## config.mk

```make
export PLATFORM = sky130hd
export DESIGN_NAME = sync_fifo_param
export DESIGN_NICKNAME = d
export VERILOG_FILES = /design/src/rtl/sync_fifo_param.sv
export SDC_FILE = /design/constraint.sdc
export NUM_CORES = 1
export LEC_CHECK = 0
export CAP_MARGIN = 0
export CORE_AREA = 4 4 132 103
export DETAILED_ROUTE_END_ITERATION = 12
export DIE_AREA = 0 0 136 107
export MAX_ROUTING_LAYER = met4
export PLACE_DENSITY = 0.68
export SYNTH_ARGS = -nofsm -noshare
export SYNTH_HDL_FRONTEND = slang
export SYNTH_SLANG_ARGS = --single-unit
```

## constraint.sdc

```tcl
create_clock -name clk_i -period 8.6 [get_ports clk_i]
set_input_delay 1.72 -clock clk_i [delete_from_list [all_inputs] [get_ports clk_i]]
set_output_delay 1.72 -clock clk_i [all_outputs]
set_load 0.02 [all_outputs]
```

## src/rtl/sync_fifo_param.sv

```systemverilog
// ---------------------------------------------------------------------------
// sync_fifo_param
// Single-clock parametrised FIFO with programmable almost-full/almost-empty
// flags, a fill count and sticky overflow/underflow error flags.
//
// Optional feature macro: SYNC_FIFO_FWFT_EN
//   undefined : standard mode. A read is registered: rd_data_o loads on the
//               accepting edge and rd_valid_o pulses for one cycle.
//   defined   : first-word-fall-through. rd_data_o always shows the head
//               entry, rd_valid_o = !empty_o, and rd_en_i pops the head.
//
// Ports:
//   clk_i          : clock, rising edge
//   rst_ni         : asynchronous active-low reset
//   wr_en_i        : write request
//   wr_data_i      : write data [DATA_W]
//   full_o         : no free entry
//   almost_full_o  : count >= AF_LEVEL
//   rd_en_i        : read request / head acknowledge (FWFT)
//   rd_data_o      : read data [DATA_W]
//   rd_valid_o     : rd_data_o is valid
//   empty_o        : no stored entry
//   almost_empty_o : count <= AE_LEVEL
//   count_o        : stored entries [ADDR_W+1]
//   clr_err_i      : synchronous clear of the sticky error flags
//   overflow_o     : sticky, write attempted while full
//   underflow_o    : sticky, read attempted while empty
// ---------------------------------------------------------------------------
module sync_fifo_param #(
  parameter int DATA_W   = 8,
  parameter int ADDR_W   = 4,
  parameter int AF_LEVEL = 14,
  parameter int AE_LEVEL = 2
) (
  input  logic              clk_i,
  input  logic              rst_ni,
  input  logic              wr_en_i,
  input  logic [DATA_W-1:0] wr_data_i,
  output logic              full_o,
  output logic              almost_full_o,
  input  logic              rd_en_i,
  output logic [DATA_W-1:0] rd_data_o,
  output logic              rd_valid_o,
  output logic              empty_o,
  output logic              almost_empty_o,
  output logic [ADDR_W:0]   count_o,
  input  logic              clr_err_i,
  output logic              overflow_o,
  output logic              underflow_o
);

  localparam int DEPTH = 2 ** ADDR_W;
  localparam logic [ADDR_W:0] PTR_ONE  = {{ADDR_W{1'b0}}, 1'b1};
  localparam logic [ADDR_W:0] CNT_FULL = {1'b1, {ADDR_W{1'b0}}};
  localparam logic [ADDR_W:0] AF_LVL   = AF_LEVEL[ADDR_W:0];
  localparam logic [ADDR_W:0] AE_LVL   = AE_LEVEL[ADDR_W:0];

  logic [DATA_W-1:0] ram_q [DEPTH];
  logic [ADDR_W:0]   wr_ptr_q, wr_ptr_d;
  logic [ADDR_W:0]   rd_ptr_q, rd_ptr_d;
  logic              overflow_q, overflow_d;
  logic              underflow_q, underflow_d;
  logic [ADDR_W:0]   count_s;
  logic              full_s, empty_s;
  logic              wr_acc_s, rd_acc_s;

  // Flags decode straight from the registered pointers; the wrap bit
  // separates full (difference = DEPTH) from empty (difference = 0).
  assign count_s  = wr_ptr_q - rd_ptr_q;
  assign full_s   = (count_s == CNT_FULL);
  assign empty_s  = (count_s == {(ADDR_W+1){1'b0}});
  assign wr_acc_s = wr_en_i & ~full_s;
  assign rd_acc_s = rd_en_i & ~empty_s;

  // Next-state for pointers and sticky error flags; a new error wins over clr_err_i.
  always_comb begin
    wr_ptr_d    = wr_ptr_q;
    rd_ptr_d    = rd_ptr_q;
    overflow_d  = overflow_q & ~clr_err_i;
    underflow_d = underflow_q & ~clr_err_i;
    if (wr_acc_s) begin
      wr_ptr_d = wr_ptr_q + PTR_ONE;
    end else begin
      overflow_d = overflow_d | wr_en_i;
    end
    if (rd_acc_s) begin
      rd_ptr_d = rd_ptr_q + PTR_ONE;
    end else begin
      underflow_d = underflow_d | rd_en_i;
    end
  end

  // Pointer and error flag registers.
  always_ff @(posedge clk_i or negedge rst_ni) begin
    if (!rst_ni) begin
      wr_ptr_q    <= {(ADDR_W+1){1'b0}};
      rd_ptr_q    <= {(ADDR_W+1){1'b0}};
      overflow_q  <= 1'b0;
      underflow_q <= 1'b0;
    end else begin
      wr_ptr_q    <= wr_ptr_d;
      rd_ptr_q    <= rd_ptr_d;
      overflow_q  <= overflow_d;
      underflow_q <= underflow_d;
    end
  end

  // Storage array; deliberately not reset so it can map onto block RAM.
  always_ff @(posedge clk_i) begin
    if (wr_acc_s) begin
      ram_q[wr_ptr_q[ADDR_W-1:0]] <= wr_data_i;
    end
  end

`ifdef SYNC_FIFO_FWFT_EN
  // Head entry is presented combinationally; it is undefined after reset
  // but rd_valid_o masks it while the FIFO is empty.
  assign rd_data_o  = ram_q[rd_ptr_q[ADDR_W-1:0]];
  assign rd_valid_o = ~empty_s;
`else
  logic [DATA_W-1:0] rd_data_q;
  logic              rd_valid_q;

  // Registered read port; rd_data_q holds when no read is accepted.
  always_ff @(posedge clk_i or negedge rst_ni) begin
    if (!rst_ni) begin
      rd_data_q  <= {DATA_W{1'b0}};
      rd_valid_q <= 1'b0;
    end else begin
      rd_valid_q <= rd_acc_s;
      if (rd_acc_s) begin
        rd_data_q <= ram_q[rd_ptr_q[ADDR_W-1:0]];
      end
    end
  end

  assign rd_data_o  = rd_data_q;
  assign rd_valid_o = rd_valid_q;
`endif

  assign count_o        = count_s;
  assign full_o         = full_s;
  assign empty_o        = empty_s;
  assign almost_full_o  = (count_s >= AF_LVL);
  assign almost_empty_o = (count_s <= AE_LVL);
  assign overflow_o     = overflow_q;
  assign underflow_o    = underflow_q;

endmodule
```

After elaboration in Yosys (flattened, before gate mapping)
Memories as Yosys holds them, arrays and structs flattened. A register that Yosys moved wholly into a read port is not among the register bits.
Index checks and enable logic that the tools add are counted.
{"block": "op_classes", "add_sub_neg": 3, "order_cmp": 2, "eq_ne": 1, "mux": 4, "n_bitwise": 9, "n_reduce_logical": 2}
{"operator": "adder 5 x 1 -> 5 bit (second input constant)", "count": 2}
{"operator": "equality test 5 bit (second input constant)", "count": 1}
{"operator": "greater-or-equal comparator 5 x 4 -> 1 bit (second input constant)", "count": 1}
{"operator": "less-or-equal comparator 5 x 2 -> 1 bit (second input constant)", "count": 1}
{"operator": "logical NOT 5 bit", "count": 1}
{"operator": "subtractor 5 bit", "count": 1}
{"operator": "bitwise AND 1 bit", "count": 4}
{"operator": "two-way mux 1 bit", "count": 4}
{"operator": "NOT 1 bit", "count": 3}
{"operator": "bitwise OR 1 bit", "count": 2}
{"operator": "logical NOT 1 bit", "count": 1}
{"block": "totals", "reg_bits": 13, "mem_bits_rw": 128, "input_bits": 13, "out_inout_bits": 20, "elab_cells": 27, "n_memories": 1}
{"memory": "ram_q", "depth": 16, "word_bits": 8, "rd": 1, "rd_ports_with_merged_regs": 1, "wr": 1, "line": "58", "rtl": "logic [DATA_W-1:0] ram_q [DEPTH];"}

Logic depth before layout (Yosys ltp)
{"block": "depth", "word_depth": 6, "depth_mapped": 11, "depth_no_buf": 10}

Least setup slack after synthesis
OpenSTA, ideal clock, no wires.
{"block": "synth_timing", "path_type": "register to output", "start": "register rd_ptr_q[1]", "end": "output port almost_empty_o", "arrival_ps": 3121, "required_time_ps": 6880, "path_slack_ps": 3759, "path_stages_with_launch": 9, "n_path_buf": 1, "path_cell_list": "dfrtp_1 clkbuf_1 inv_1 fa_1 a21o_1 a21oi_2 xor2_2 inv_2 a2111oi_0"}
{"block": "synth_via", "elab_chain_cells": 2}
{"element": "start, declared", "line": "60", "rtl": "logic [ADDR_W:0] rd_ptr_q, rd_ptr_d;"}
{"element": "start signal, assigned", "line": "97", "rtl": "rd_ptr_q <= {(ADDR_W+1){1'b0}};"}
{"element": "start signal, assigned", "line": "102", "rtl": "rd_ptr_q <= rd_ptr_d;"}
{"element": "subtractor 5 bit", "line": "69", "rtl": "assign count_s = wr_ptr_q - rd_ptr_q;"}
{"element": "named net count_o[4]", "line": "46", "rtl": "output logic [ADDR_W:0] count_o,"}
{"element": "less-or-equal comparator 5 x 2 -> 1 bit", "line": "145", "rtl": "assign almost_empty_o = (count_s <= AE_LVL);"}
{"element": "end, declared", "line": "45", "rtl": "output logic almost_empty_o,"}
The timed path passes the listed nets, and every way through them passes these cells.

Final worst setup path
{"block": "layout_timing", "start": "register rd_ptr_q[0]", "end": "output port almost_empty_o"}
{"block": "layout_via", "elab_chain_cells": 2}
{"element": "subtractor 5 bit", "line": "69"}
{"element": "less-or-equal comparator 5 x 2 -> 1 bit", "line": "145"}
No other way between the ends.

==> metrics.txt <==
synthesized instance count=308; top cell type's share of synthesized area=63.6%; H-tree levels=4; routed vias/inst=5.75; most common cell in the netlist=edfxtp_1; gr usage total=18.8%; Antenna Nets Post-Route=0; outcome=complete, no violations; Slew Viols, Final=0; CTS Buffer Depth=2; Tcrit/Tclk final=66.0%; vias in the first global route=3193; Final Skew=0.0105 ns; CP Class=register to output pin; Ys Warns=0; std cell rows=35; Slew HR=18.0%; die span in y=107 um; final worst path period need=5.67 ns; CTS tree=done; Fin. Hold Viols=0; drc violations=0; critical path startpoint category=register; power per standard cell area=403 nW/um^2; # resized after CTS=0; Synth Area per Inst=19.6 um^2; worst-path cell chain=buf_4 -> ha_1 -> inv_1 -> fa_1 -> a21o_1 -> a21oi_2 -> xor2_2 -> inv_2 -> a2111oi_0 -> clkdlybuf4s50_1; number of DRC markers in iteration 0=324; CTS Hold Bufs=0; Crit. End Element=output pin; Post-Route Setup TNS=0 ns; Post-synth ARST share=14.1%; Peak VDD IR=0.395 mV; port bufs=32; Setup Fix Bufs, Post-CTS=0; #FFs+latches synth=149; predominant post-synthesis flop cell=edfxtp_1; Hold WS=0.486 ns; Post-layout nets=374; Maximum Capacitance Violations=0; router iterations before antenna repair=4; GR Overflow Total=0; clock root cell=clkbuf_16; Post-synth top cells=edfxtp_1 (128), mux4_2 (32), dfrtp_1 (21); Slowest cell on crit path=clkdlybuf4s50_1; Die X=136 um; Max FO, Critical Path=36; slowest stage delay, CP=0.68 ns; synthesized cell area=6040 um^2; # IOs=33; CP arrival=3.95 ns; R2R cell count=9; Slew @ Worst Pin=1.23 ns; initial antenna violation count=0; Die ar.=14600 um^2; RSZ-0062 raised after global routing=no; synth top area cells=edfxtp_1 (64%), mux4_2 (12%), dfrtp_1 (8.7%); first-pass GRT wire length=19.1 mm; Hold WC Path Type=register to register; number of library cell types mapped by synthesis=36; final core area utilization=58.8%; EDFF count, synth=128; Highest Clock Rate=176 MHz; clk slew on worst S/H paths=0.06 ns; largest net degree at the start of global routing=37; worst hold path cell count=1; clock sinks=149; Required @ worst endpoint=6.88 ns; post-synth net total=331; sequential area share after synthesis=72.3%; DP Wirelength=7.85 mm; via count=3049; LEAKAGE=2.47 nW; area leader, netlist=edfxtp_1; initial core utilization=49.8%; synthesis-to-layout area growth=18.1%; clk_lat worst skew=0.41 ns; share of cells above drive strength 1=22.8%; routed len/inst=23.5 um; clock buffer count from CTS=17; final setup vio count=0; GP Congestion=0.846; Post-Route WL=12.5 mm; core area=12100 um^2; antenna fix cells=0
==> layer usage <==
metal  track usage (%)  wire length, um  up-vias
li1                  -                -     1331
met1              25.5             5610     1597
met2              27.3             5900      106
met3              5.72              759       15
met4              6.62              200        0
met5                 -                0        -
==> layout by cell type, fill, tap and decap left out, types with 3 or more instances in the layout <==
| cell | count |
|---|---|
| nor2_1 | 11 |
| dfrtp_1 | 20 |
| clkdlybuf4s50_1 | 32 |
| clkbuf_16 | 17 |
| clkinv_4 | 4 |
| xor2_1 | 4 |
| ha_1 | 9 |
| nand2_1 | 5 |
| nand4_1 | 3 |
| nor2b_1 | 4 |
| and3_1 | 12 |
| a21oi_1 | 5 |
| mux2_4 | 9 |
| mux4_2 | 32 |
| o22ai_1 | 16 |
| edfxtp_1 | 128 |
| bufinv_16 | 3 |
| inv_1 | 10 |
| xnor2_1 | 7 |
==> kinds of logic (layout without fill, tap and decap cells) <==
group | after synthesis | in the layout | synth area share [%]
adders and majority gates | 10 | 10 | 2.20
muxes | 44 | 44 | 14.8
xor gates and xnor gates | 12 | 12 | 1.86
DFF | 149 | 149 | 72.3
and+or+nand+nor | 41 | 41 | 3.56
AOI/OAI and AO/OA | 31 | 31 | 3.63
buffers and inverters | 21 | 77 | 1.64
==> flip-flops by register name, summed over array words and instances, names as in the netlist <==
register	flops
ram_q	128
rd_data_o	8
rd_ptr_q	5
wr_ptr_q	5
overflow_o	1
rd_valid_o	1
underflow_o	1
==> worst max-delay path, delay by kind of cell, from the launching register on <==
kind | cells | cell delay, ns
compound gates | 3 | 0.75
fa+ha+maj | 2 | 0.70
buf+inv | 4 | 1.47
flops | 1 | 0.35
xor+xnor | 1 | 0.26
==> cell type report <==
cell class                 instances  area [um^2]
clock buffer                      18          429
clock inverter                    14          175
fill                             886         5000
inverter                          11         41.3
multi-input combinational        138         1570
sequential                       149         4370
tap                              166          208
timing repair buffer              34          335
==> power by group <==
group | switching (mW) | internal, mW | total, mW
sequential | 0.0960 | 0.904 | 1.00
clock | 0.295 | 0.460 | 0.754
combinational | 0.606 | 0.511 | 1.12
==> through the flow <==
| stage | power (mW) | worst slack, ns | instance area (um^2) | std cells |
|---|---|---|---|---|
| 2_1_floorplan | 1.74 | 3.76 | 6040 | 308 |
| 3_3_place_gp | 2.10 | 3.43 | 6530 | 498 |
| 3_5_place_dp | 2.13 | 3.35 | 6530 | 498 |
| 4_1_cts | 2.89 | 2.89 | 7130 | 530 |
| 5_1_grt | 3.00 | 2.72 | 7130 | 530 |
| 6_report | 2.87 | 2.93 | 7130 | 530 |
==> worst paths after layout <==
| kind | from | end | slack, ns |
|---|---|---|---|
| worst min-delay path | wr_ptr_q[4]$_DFFE_PN0P_ | wr_ptr_q[4]$_DFFE_PN0P_ | 0.49 |
| min in group asynchronous | rst_ni | rd_ptr_q[4]$_DFFE_PN0P_ | 1.83 |
| worst min register to register | wr_ptr_q[4]$_DFFE_PN0P_ | wr_ptr_q[4]$_DFFE_PN0P_ | 0.49 |
| worst max-delay path | rd_ptr_q[0]$_DFFE_PN0P_ | almost_empty_o | 2.93 |
| max in group asynchronous | rst_ni | rd_ptr_q[0]$_DFFE_PN0P_ | 6.13 |
| worst max register to register | rd_ptr_q[0]$_DFFE_PN0P_ | ram_q[7][7]$_DFFE_PP_ | 4.67 |
(Power assumes the default switching activity.)
==> edit, RTL diff (config.mk and constraints unchanged) <==
Make the reset (`rst_ni`) synchronous in 2 clocked blocks. Comments in the files are not updated.
--- a/src/rtl/sync_fifo_param.sv
+++ b/src/rtl/sync_fifo_param.sv
@@ -93,3 +93,3 @@
   // Pointer and error flag registers.
-  always_ff @(posedge clk_i or negedge rst_ni) begin
+  always_ff @(posedge clk_i) begin
     if (!rst_ni) begin
@@ -124,3 +124,3 @@
   // Registered read port; rd_data_q holds when no read is accepted.
-  always_ff @(posedge clk_i or negedge rst_ni) begin
+  always_ff @(posedge clk_i) begin
     if (!rst_ni) begin
Check against the original RTL: differs if rst_ni is asserted again (counterexample within 4 cycles, from zero or initial values and one cycle with rst_ni low); with rst_ni held inactive, the same outputs for 10 cycles.
==> edit against the original RTL <==
Setup slack better by 350 ps; area after synthesis is 3.9% higher; register-to-register slack better by 330 ps; global-route usage is 1.6 points higher; sequential cell count stayed put; sequential share of layout area is 2.8 points lower; final area is 2.3% higher; critical path depth is 2 lower; routed wire length is 6.8% higher; maximum frequency is 6.7% higher; combinational power is 37% lower; total power is 21% lower; clock skew is 0.79 ps lower; non-clock buffer count is 1 higher; critical path type unchanged; critical endpoint is now almost_full_o; largest power group is now registers.
==> edit: results (changes against the original RTL) <==
* Initial detailed-routing violation count at 394 (+22%)
* Via count of the first global-routing pass at 3455 (+8.2%)
* Post-Route Hold Slack at 469.4 ps (-16.79 ps)
* Number of different library cells in the post-synthesis netlist at 54 (+50%)
* Slowest cell delay on critical path at 820 ps (+140 ps)
* Post-synthesis adder-cell area fraction at 2.113% (-0.083 points)
* Worst path slowest cell: sky130_fd_sc_hd__xnor2_2
* Fraction of layout instances using a drive strength above 1 at 16.86% (-5.9 points)
* GP Congestion at 0.8409 (-0.56%)
* Met3 Wirelength at 748 um (-1.4%)
* Met2 global-route usage at 27.77% (+0.42 points)
* Worst min-delay path endpoint: rd_data_o[1]$_SDFFE_PN0P_
* GR met3 Demand/Resource at 4.268% (-1.5 points)
* Met1 routed wirelength after detailed routing at 6.421 mm (+14%)
* Maximum VDD drop at 0.1712 mV (-57%)
* Net count after synthesis at 411 (+24%)
* Net count reported at finish at 443 (+18%)
* Post-Place Cells at 567 (+14%)
* Fraction of the mapped netlist area in compound gates at 7.815% (+4.2 points)
* Depth of the most critical reg-to-reg path at 8 (-1)
* Pin slew with the least headroom to its limit at 1060 ps (-169.6 ps)
* Wirelength, routed at 13.32 mm (+6.8%)
* Status: complete, no violations
* Setup slack at placement at 3734 ps (+381.8 ps)
* Switching power of the nets at 0.0007401 W (-26%)
* Worst reg-to-reg setup slack at 5000 ps (+330 ps)
* Hold path startpoint: rd_data_o[1]$_SDFFE_PN0P_
* Met1 capacity usage during global routing at 31.00% (+5.5 points)
* Internal Power at 0.001534 W (-18%)
* End of the worst register-to-register path: ram_q[7][5]$_DFFE_PP_
* Commonest cells post-synth: sky130_fd_sc_hd__edfxtp_1, sky130_fd_sc_hd__mux4_2, sky130_fd_sc_hd__nand2_1
* Via density per instance at 5.987 (+4.1%)
* Iteration count of the initial detailed-routing pass at 5 (+1)
* Sequential fraction of the synthesis area at 67.94% (-4.4 points)
* Post-route non-filler standard cell count at 599 (+13%)
* DP HPWL at 8.691 mm (+11%)
* Cell depth of the worst min-delay path at 2 (+1)
* Post-synthesis cell count at 388 (+26%)
* Proportion of synthesized area in mux cells at 12.12% (-2.6 points)
==> edit: cell types whose count changed after synthesis, moves of 7 or more <==
cell                        delta
sky130_fd_sc_hd__nand2_1      +17
sky130_fd_sc_hd__mux2_4        -9
sky130_fd_sc_hd__o311ai_1      +8
sky130_fd_sc_hd__buf_2         +7
sky130_fd_sc_hd__mux2i_1      +13
sky130_fd_sc_hd__a21oi_1       +7
sky130_fd_sc_hd__dfxtp_1      +21
sky130_fd_sc_hd__dfrtp_1      -21
sky130_fd_sc_hd__o2111ai_1     +9
==> edit: area by class of cell <==
cell class / count / area, um2
clock buffers: 17 / 425.4
clock inverters: 15 / 145.1
fillers: 926 / 4836
inverters: 14 / 52.55
multi-input cells: 203 / 1856
flip-flops and latches: 149 / 4265
well taps: 166 / 207.7
repair buffers: 35 / 342.8
